--- src/rtl/rsw_pkg.sv ---
// Shared definitions for the restriction sweep controllers.
// Holds the sweep FSM state codes, the function input width and the
// MISR polynomial/seed used by rsw_misr.
package rsw_pkg;

    localparam int unsigned N_IN = 16;

    // FSM state codes
    localparam logic [1:0] ST_IDLE  = 2'd0;
    localparam logic [1:0] ST_RUN   = 2'd1;
    localparam logic [1:0] ST_FLUSH = 2'd2;
    localparam logic [1:0] ST_DONE  = 2'd3;

    // x^16 + x^14 + x^13 + x^11 + 1
    localparam logic [15:0] MISR_POLY = 16'h6801;
    localparam logic [15:0] MISR_SEED = 16'hFFFF;

endpackage

--- src/rtl/rsw_misr.sv ---
// 16-bit serial-input MISR with enable and synchronous seed load.
// Ports:
//   clk, rst  - clock, synchronous active-high reset (loads seed)
//   load      - reload seed (priority over en)
//   en        - shift in din this cycle
//   din       - serial data bit
//   sig       - current signature
module rsw_misr
    import rsw_pkg::*;
(
    input  logic        clk,
    input  logic        rst,
    input  logic        load,
    input  logic        en,
    input  logic        din,
    output logic [15:0] sig
);

    always_ff @(posedge clk) begin
        if (rst || load) begin
            sig <= MISR_SEED;
        end else if (en) begin
            sig <= {sig[14:0], 1'b0} ^ ({16{sig[15] ^ din}} & MISR_POLY);
        end
    end

endmodule

--- src/rtl/restriction_sweep_ctrl.sv ---
// Sweeps a 16-input function over the affine subspace base ^ span(g[0..k-1])
// in Gray-code order, counting onset points and compressing fn_y into a MISR.
// Ports:
//   clk, rst   - clock, synchronous active-high reset
//   start      - begin a sweep (honoured in IDLE/DONE only)
//   pause      - freeze enumeration, delay line and accumulators
//   base       - affine offset, captured at start
//   gen_flat   - generators, g[j] = gen_flat[j*N_IN +: N_IN], captured at start
//   k_dim      - subspace dimension (clamped to K_MAX), captured at start
//   fn_x       - registered vector driven to the function
//   fn_y       - function output, valid LAT cycles after fn_x
//   busy       - high while RUN or FLUSH
//   done       - one-cycle completion pulse
//   onset_cnt  - number of sampled points with fn_y = 1
//   signature  - MISR over fn_y in enumeration order
//   is_const   - function constant over the subspace (valid at done)
module restriction_sweep_ctrl
    import rsw_pkg::*;
#(
    parameter int unsigned K_MAX = 8,
    parameter int unsigned LAT   = 0
) (
    input  logic                  clk,
    input  logic                  rst,
    input  logic                  start,
    input  logic                  pause,
    input  logic [N_IN-1:0]       base,
    input  logic [K_MAX*N_IN-1:0] gen_flat,
    input  logic [3:0]            k_dim,
    output logic [N_IN-1:0]       fn_x,
    input  logic                  fn_y,
    output logic                  busy,
    output logic                  done,
    output logic [K_MAX:0]        onset_cnt,
    output logic [15:0]           signature,
    output logic                  is_const
);

    localparam int unsigned CW  = K_MAX + 1;
    localparam int unsigned KW  = $clog2(K_MAX + 1);
    localparam int unsigned IW  = K_MAX;
    localparam int unsigned TZW = (K_MAX > 1) ? $clog2(K_MAX) : 1;

    logic [1:0]                  state_q, state_d;
    logic [IW-1:0]               i_q, i_d;
    logic [KW-1:0]               k_q, k_d;
    logic [K_MAX-1:0][N_IN-1:0]  gens_q, gens_d;
    logic [N_IN-1:0]             fn_x_d;
    logic [K_MAX:0]              onset_d;
    logic                        busy_d, done_d, is_const_d;

    logic                        run_step_c, sample_c, pend_c, misr_load_c, misr_en_c;
    logic [IW-1:0]               last_i_c, i_inc_c;
    logic [TZW-1:0]              tz_c;

    assign run_step_c = (state_q == ST_RUN) && !pause;
    assign misr_en_c  = sample_c && !pause;
    assign last_i_c   = IW'((32'd1 << k_q) - 32'd1);
    assign i_inc_c    = i_q + IW'(1);

    // Sample-valid delay line: a step's sample is taken LAT cycles after its vector is driven
    if (LAT == 0) begin : g_no_lat
        assign sample_c = run_step_c;
        assign pend_c   = 1'b0;
    end else begin : g_lat
        logic [LAT-1:0] vld_q;
        always_ff @(posedge clk) begin
            if (rst) begin
                vld_q <= '0;
            end else if (!pause) begin
                vld_q <= LAT'({vld_q, run_step_c});
            end
        end
        assign sample_c = vld_q[LAT-1];
        assign pend_c   = |vld_q;
    end

    // Trailing-zero count of i+1 selects the generator flipped by the Gray step
    always_comb begin
        tz_c = '0;
        for (int j = K_MAX - 1; j >= 0; j--) begin
            if (i_inc_c[j]) tz_c = TZW'(j);
        end
    end

    // Next-state and next-output logic
    always_comb begin
        state_d     = state_q;
        i_d         = i_q;
        k_d         = k_q;
        gens_d      = gens_q;
        fn_x_d      = fn_x;
        onset_d     = onset_cnt;
        done_d      = 1'b0;
        is_const_d  = is_const;
        misr_load_c = 1'b0;

        if (misr_en_c) onset_d = onset_cnt + CW'(fn_y);

        case (state_q)
            ST_IDLE, ST_DONE: begin
                if (start) begin
                    state_d     = ST_RUN;
                    k_d         = (32'(k_dim) > K_MAX) ? KW'(K_MAX) : KW'(k_dim);
                    gens_d      = gen_flat;
                    fn_x_d      = base;
                    i_d         = '0;
                    onset_d     = '0;
                    is_const_d  = 1'b0;
                    misr_load_c = 1'b1;
                end
            end
            ST_RUN: begin
                if (!pause) begin
                    if (i_q == last_i_c) begin
                        state_d = ST_FLUSH;
                    end else begin
                        i_d    = i_inc_c;
                        fn_x_d = fn_x ^ gens_q[tz_c];
                    end
                end
            end
            ST_FLUSH: begin
                if (!pause && !pend_c) begin
                    state_d    = ST_DONE;
                    done_d     = 1'b1;
                    is_const_d = (onset_cnt == '0) || (onset_cnt == CW'(32'd1 << k_q));
                end
            end
            default: state_d = ST_IDLE;
        endcase

        busy_d = (state_d == ST_RUN) || (state_d == ST_FLUSH);
    end

    // State and output registers
    always_ff @(posedge clk) begin
        if (rst) begin
            state_q   <= ST_IDLE;
            i_q       <= '0;
            k_q       <= '0;
            gens_q    <= '0;
            fn_x      <= '0;
            busy      <= 1'b0;
            done      <= 1'b0;
            onset_cnt <= '0;
            is_const  <= 1'b0;
        end else begin
            state_q   <= state_d;
            i_q       <= i_d;
            k_q       <= k_d;
            gens_q    <= gens_d;
            fn_x      <= fn_x_d;
            busy      <= busy_d;
            done      <= done_d;
            onset_cnt <= onset_d;
            is_const  <= is_const_d;
        end
    end

    rsw_misr u_misr (
        .clk  (clk),
        .rst  (rst),
        .load (misr_load_c),
        .en   (misr_en_c),
        .din  (fn_y),
        .sig  (signature)
    );

endmodule
--- config.mk ---
export PLATFORM = sky130hd
export DESIGN_NAME = restriction_sweep_ctrl
export DESIGN_NICKNAME = d
export VERILOG_FILES = /design/src/rtl/rsw_pkg.sv /design/src/rtl/rsw_misr.sv /design/src/rtl/restriction_sweep_ctrl.sv
export SDC_FILE = /design/constraint.sdc
export NUM_CORES = 1
export LEC_CHECK = 0
export ABC_AREA = 1
export BUFFER_PORTS_ARGS = -buffer_cell sky130_fd_sc_hd__buf_2
export CORE_ASPECT_RATIO = 0.7
export CORE_MARGIN = 1.5
export CORE_UTILIZATION = 25
export CTS_CLUSTER_SIZE = 14
export DETAILED_ROUTE_END_ITERATION = 10
export GPL_TIMING_DRIVEN = 0
export MAX_ROUTING_LAYER = met4
export SLEW_MARGIN = 20
export SYNTH_ARGS = -nofsm -noshare
export SYNTH_HDL_FRONTEND = slang
export SYNTH_SLANG_ARGS = --single-unit
--- constraint.sdc ---
create_clock -name clk -period 2.4 [get_ports clk]
set_input_delay 0.12 -clock clk [delete_from_list [all_inputs] [get_ports clk]]
set_output_delay 0.12 -clock clk [all_outputs]
set_load 0.02 [all_outputs]
==> Word level (Yosys, flattened, before mapping) <==
Cells that the tools add are included.
{ "word_totals": {"reg_bits": 186, "input_bits": 153, "wordCells": 86} }
{ "op_classes": {"n_addsub": 3, "order_cmp": 2, "eq_ne": 11, "shifts": 1, "n_mux": 33, "bitwise": 4, "reduce_logical": 15} }
{ "ops": {"columns": ["operator", "count"], "rows": [
  ["two-way mux 16 bit", 4],
  ["binary-select mux 16 bit (select 3 bit)", 1],
  ["case mux 16 bit (2 select lines)", 1],
  ["two-way mux 9 bit", 3],
  ["two-way mux 3 bit", 8],
  ["two-way mux 8 bit", 3],
  ["case mux 8 bit (2 select lines)", 1],
  ["bitwise XOR 16 x 15 -> 16 bit", 1],
  ["bitwise XOR 16 bit", 1],
  ["adder 9 x 1 -> 9 bit", 1],
  ["equality test 9 bit", 1],
  ["zero test 9 bit", 1],
  ["<< shifter 1 x 4 -> 9 bit, first input constant", 1],
  ["adder 8 x 1 -> 8 bit, second input constant", 1],
  ["equality test 8 bit", 1],
  ["two-way mux 2 bit", 4],
  ["!= test 2 bit, second input constant", 4],
  ["subtractor 8 x 1 -> 8 bit, second input constant", 1],
  ["equality test 2 bit, second input constant", 3],
  ["case mux 2 bit (3 select lines)", 1],
  ["two-way mux 1 bit", 5],
  ["equality test 2 x 1 -> 1 bit, second input constant", 2],
  ["greater-than comparator 4 bit, second input constant", 1],
  ["less-than comparator 3 x 4 -> 1 bit, second input constant", 1],
  ["13 further kinds", 18]
]} }

==> Longest topological paths before layout <==
{ "depth": {"depth_word": 15, "mapped_depth": 22, "ltp_nobuf": 20} }

==> Modules after synthesis <==
From an unflattened synthesis, not the netlist that was laid out.
{ "unflattened": {"hier_cells": 1328, "area_unflattened_um2": 9442.8} }
{ "by_module_without_submodules": {"columns": ["mod", "instances", "cells_each", "area_each_um2", "seq_area_each_um2"], "rows": [
  ["restriction_sweep_ctrl", 1, 1246, 8702.1, 3403.3],
  ["rsw_misr", 1, 82, 740.7, 320.3]
]} }

==> Worst setup path after synthesis <==
Ideal clock, no wire load.
{ "synth_timing": {"path_type": "register to register", "startpoint": "register k_q[3]", "endpoint": "register fn_x[0]", "setup_ns": 0.142, "arrival_ns": 2.142, "setup_slack_ns": 0.117, "stages_incl_launch_ff": 15, "path_buffers": 1, "period_less_slack_ns": 2.283, "cell_sequence": "dfxtp_1 -> nor2_4 -> nand2_1 -> ha_1 -> nand2_1 -> xor2_1 -> nor2_1 -> nor4_1 -> and2_1 -> o22ai_4 -> nand2_2 -> buf_2 -> nor2_1 -> nand2_1 -> a21oi_2"} }
{ "synth_between": {"elab_chain_len": 5} }
{ "synth_rtl": {"columns": ["element", "line_no", "text"], "rows": [
  ["start: declaration", "restriction_sweep_ctrl.sv:46", "logic [KW-1:0] k_q, k_d;"],
  ["start signal: assignment", "restriction_sweep_ctrl.sv:151", "k_q <= k_d;"],
  ["<< shifter 1 x 4 -> 9 bit", null, null],
  ["subtractor 8 x 1 -> 8 bit", "restriction_sweep_ctrl.sv:58", "assign last_i_c = IW'((32'd1 << k_q) - 32'd1);"],
  ["equality test 8 bit", "restriction_sweep_ctrl.sv:115", "if (i_q == last_i_c) begin"],
  ["!= test 2 bit (no source line)", null, null],
  ["AND reduction 4 bit (no source line)", null, null],
  ["end signal: assignment", "restriction_sweep_ctrl.sv:153", "fn_x <= fn_x_d;"],
  ["end: declaration", "restriction_sweep_ctrl.sv:30", "output logic [N_IN-1:0] fn_x,"]
]} }
No other way between the ends.
A chain may end at the register's enable or synchronous reset.

==> Worst setup path in the final report <==
{ "layout_timing": {"startpoint": "register i_q[1]", "endpoint": "register fn_x[8]"} }
{ "layout_between": {"elab_chain_len": 15, "word_cells_on_any_way": 18} }
{ "layout_rtl": {"columns": ["element", "line_no", "text"], "rows": [
  ["start: declaration", "restriction_sweep_ctrl.sv:45", "logic [IW-1:0] i_q, i_d;"],
  ["start signal: assignment", "restriction_sweep_ctrl.sv:150", "i_q <= i_d;"],
  ["adder 8 x 1 -> 8 bit", "restriction_sweep_ctrl.sv:59", "assign i_inc_c = i_q + IW'(1);"],
  ["two-way mux 3 bit (8 in a row)", "restriction_sweep_ctrl.sv:82", "if (i_inc_c[j]) tz_c = TZW'(j);"],
  ["binary-select mux 16 bit (select 3 bit)", "restriction_sweep_ctrl.sv:119", "fn_x_d = fn_x ^ gens_q[tz_c];"],
  ["two-way mux 16 bit (implied by the code)", "restriction_sweep_ctrl.sv:119", null],
  ["bitwise XOR 16 bit", "restriction_sweep_ctrl.sv:119", null],
  ["two-way mux 16 bit", "restriction_sweep_ctrl.sv:115", null],
  ["two-way mux 16 bit", "restriction_sweep_ctrl.sv:114", "if (!pause) begin"],
  ["case mux 16 bit (2 select lines)", "restriction_sweep_ctrl.sv:100", "case (state_q)"]
]} }
Several ways; a longest one is shown, not always the timed one. The select of a mux whose other input is x is not followed.

==> flow_summary.yaml <==
run_status:
  status: "finished, violations left"
  failed_checks: "negative hold slack, negative setup slack"
synthesis:
  netlist-cell-type-count: 44
  number_of_synthesized_register_bits: 186
  largest_family_of_logic_cells_by_synthesized_area: "simple AND/OR/NAND/NOR gates"
  ys_top_cells_by_area: "dfxtp_1 40%, nand3_1 10%, nand2_1 8.5%"
  synthCells: 1321
  synth_area_leader_cell: "dfxtp_1"
  synth_compound_gate_area_share_pct: 15.0
  mappedNetlistNets: 1480
  synthesis.yosys.warnings: 0
  ys_seq_area_share_pct: 40.3
  yosys.area_share.xor_xnor_pct: 2.07
  netlist_area_mm2: 0.00924
  yosys.area_share.adder_pct: 0.813
  post_synth_mux_area_share_pct: 0
  area_share_of_and_or_nand_nor_cells_after_synthesis_pct: 31.7
  synth.top_cell.area_share_pct: 40.3
  syn_avg_cell_area_um2: 6.99
routing:
  dr.pass1.iters: 5
  wl_um: 37700
  routed-via-count: 10422
  post_drt_via_cell_ratio: 4.78
  drt-initial-drc-count: 907
  route.detailed.drc: 0
  detail_route.wl_per_cell_um: 17.3
  drt.antenna.violating_nets: 0
clock_tree:
  tritoncts_clock_tree: "yes"
  clock_tree.root_cell: "clkbuf_16"
  htree_levels: 4
  clock_latency_reported_for_the_late_side_of_the_worst_skew_pair_ns: 0.45
  number_of_clock_sinks: 186
  cts_buffers: 17
  clock_input_transition_at_the_sequential_cells_of_the_worst_setup_and_hold_paths_ns: 0.07
  cts_max_path_buffers: 2
placed_design:
  io_buffers: 195
  gp_congestion: 0.921
  dpl.hpwl_um: 27900
worst_setup_path:
  series_of_cell_instances_along_the_critical_path: "buf_4 > nand3_4 > xor2_2 > inv_1 > nor2_2 > nand3_1 > a31oi_4 > inv_2 > buf_4 > nand3_1 > nand2_1 > nand2_1 > nand3_1 > nand2_1 > a21oi_2"
  worstSetupEndpointType: "flop"
  critical_path_peak_fanout: 10
  crit_required_ns: 2.71
  cpLargestDelayFamily: "simple AND/OR/NAND/NOR gates"
  arrival_ns: 2.79
  timing.critical_path.slowest_cell_delay_ns: 0.37
  path_class: "reg -> reg"
  critical_path.startpoint_type: "flop"
  timing.critical_path.buf_inv: 4
  critical_path.slowest_cell: "dfxtp_4"
pwr:
  vdd.ir_drop.worst_uv: 565
  power_density_mw_per_mm2: 649
  power.static_leakage_uw: 0.00574
  finalPower_uw: 8790
sta:
  timing.final.crit_share_pct: 103
  setup_slack_ns: -0.0808
  report.final.hold_viol_count: 1
  relSlewSlack_pct: 44.3
  fin_skew_ns: 0.0120
  finalSetupViolations: 11
  final_period_minus_worst_setup_slack_ns: 2.48
  report.final.slew_viol_count: 0
  max_freq_ghz: 0.403
  final.setup.tns_ns: -0.423
  grt_setup_unrepaired: "true"
  worst-slew-pin-transition_ns: 0.836
  fin_hold_ws_ns: -0.0271
flow_run:
  max-cap-violations: 0
final_layout:
  areaGrowthSynthToFinish_pct: 46.6
  finalCoreUtilization_pct: 37.5
  num-nets-final: 1839
  drive_above_1_share_pct: 26.9
floorplanning:
  chipHeight_um: 164
  core_mm2: 0.0361
  initial_utilization_pct: 25.6
  rows: 58
  fp.dieW_um: 233
  design.portCount: 197
  die-area_mm2: 0.0381
grt:
  grt_remaining_overflow: 0
  number_of_antenna_violations_at_the_first_check_in_global_routing: 8
  grt_first_pass_wirelength_um: 55200
  first_global_vias: 9835
  grt_use_total_pct: 19.8
  grt_max_degree: 18
min_path:
  min-delay-path-class: "in -> reg"
sequential cells by signal (all words and copies together) (netlist names):
signal      count
is_const        1
busy            1
u_misr.sig     16
state_q         2
i_q             8
gens_q        128
k_q             4
onset_cnt       9
done            1
fn_x           16
cells in the mapped netlist, drive strengths merged:
master	count
a21oi	105
a22oi	1
a31oi	3
a32o	1
and2	3
buf	37
clkbuf	53
clkinv	2
dfxtp	186
ha	6
inv	118
nand2	217
nand3	218
nand3b	3
nand4	6
nor2	185
nor3	5
nor4	3
nor4b	1
o2111ai	1
o211a	1
o21a	1
o21ai	141
o22ai	1
or2	2
xnor2	4
xor2	17
metal layers:
metal | up-vias | track usage [%] | part of all wire (%)
li1 | 5042 | - | -
met1 | 4933 | 26.8 | 46
met2 | 399 | 28.4 | 42
met3 | 48 | 4.58 | 8.7
met4 | 0 | 7.60 | 3.0
met5 | - | - | 0
placed cells by master, fill, tap and decap left out, types with 8 or more instances in the layout:
master         netlist  final
buf_2               21    203
nand2_1            209    194
dfxtp_1            186    179
nor2_1             179    167
nand3_1            193    150
o21ai_0            138    137
inv_1              114    113
dlygate4sd3_1        0    111
a21oi_1             89     89
nand3_2             24     64
clkbuf_1            53     44
buf_4                3     25
clkbuf_16            0     24
nand2_2              6     18
a21oi_2             16     16
xor2_1              16     15
buf_6                7     13
nor2_2               5     10
nor2_4               1      8
tightest hold or removal path, cell delays in order:
cell and delay [ns]:
buf_2 0.07, o21ai_0 0.07, a21oi_1 0.12
report_power, final:
| group | switching [uW] | internal [uW] |
|---|---|---|
| Combinational | 1430 | 1060 |
| Clock | 1360 | 1410 |
| Sequential | 165 | 3360 |
cell type report:
class	count	area (um^2)
Sequential cell	186	3750
Buffer	89	604
Clock inverter	13	108
Tap cell	480	601
Antenna cell	7	17.5
Inverter	120	458
Fill cell	3735	22600
Multi-Input combinational cell	925	5010
Clock buffer	19	453
Timing Repair Buffer	341	2540
through the flow:
| stage | instance area (um^2) | hold slack [ns] | setup WS [ns] | cells |
|---|---|---|---|---|
| finish | 13500 | -0.0271 | -0.0808 | 2180 |
| global route | 13500 | 0.0158 | -0.197 | 2180 |
| CTS | 13000 | 0.000586 | -0.0955 | 2160 |
| detailed placement | 10800 | 0.374 | -0.650 | 1996 |
| global placement | 10800 | 0.374 | -0.545 | 1996 |
| floorplan | 9240 | 0.259 | 0.117 | 1321 |
repair_timing:
action,in CTS,in global routing
setup endpoints to repair,153,141
hold buffers,111,0
gates resized for setup,88,88
hold endpoints to repair,110,0
pin swaps,26,42
setup buffers,18,7
cloned,3,7
worst paths after layout:
kind | start | to | slack, ns | cells past startpoint
hold reg to reg | gens_q[73] | gens_q[73] | 0.45 | 2
hold / removal | gen_flat[60] | gens_q[60] | -0.03 | 3
setup / recovery | i_q[1] | fn_x[8] | -0.08 | 15
setup reg to reg | i_q[1] | fn_x[8] | -0.08 | 15
kinds of logic after synthesis:
logic type                 Yosys count
DFF                                186
adders and majority gates            6
and+or+nand+nor                    643
buffers and inverters              210
AOI/OAI and AO/OA                  255
xor gates and xnor gates            21
(Power assumes the default switching activity.)
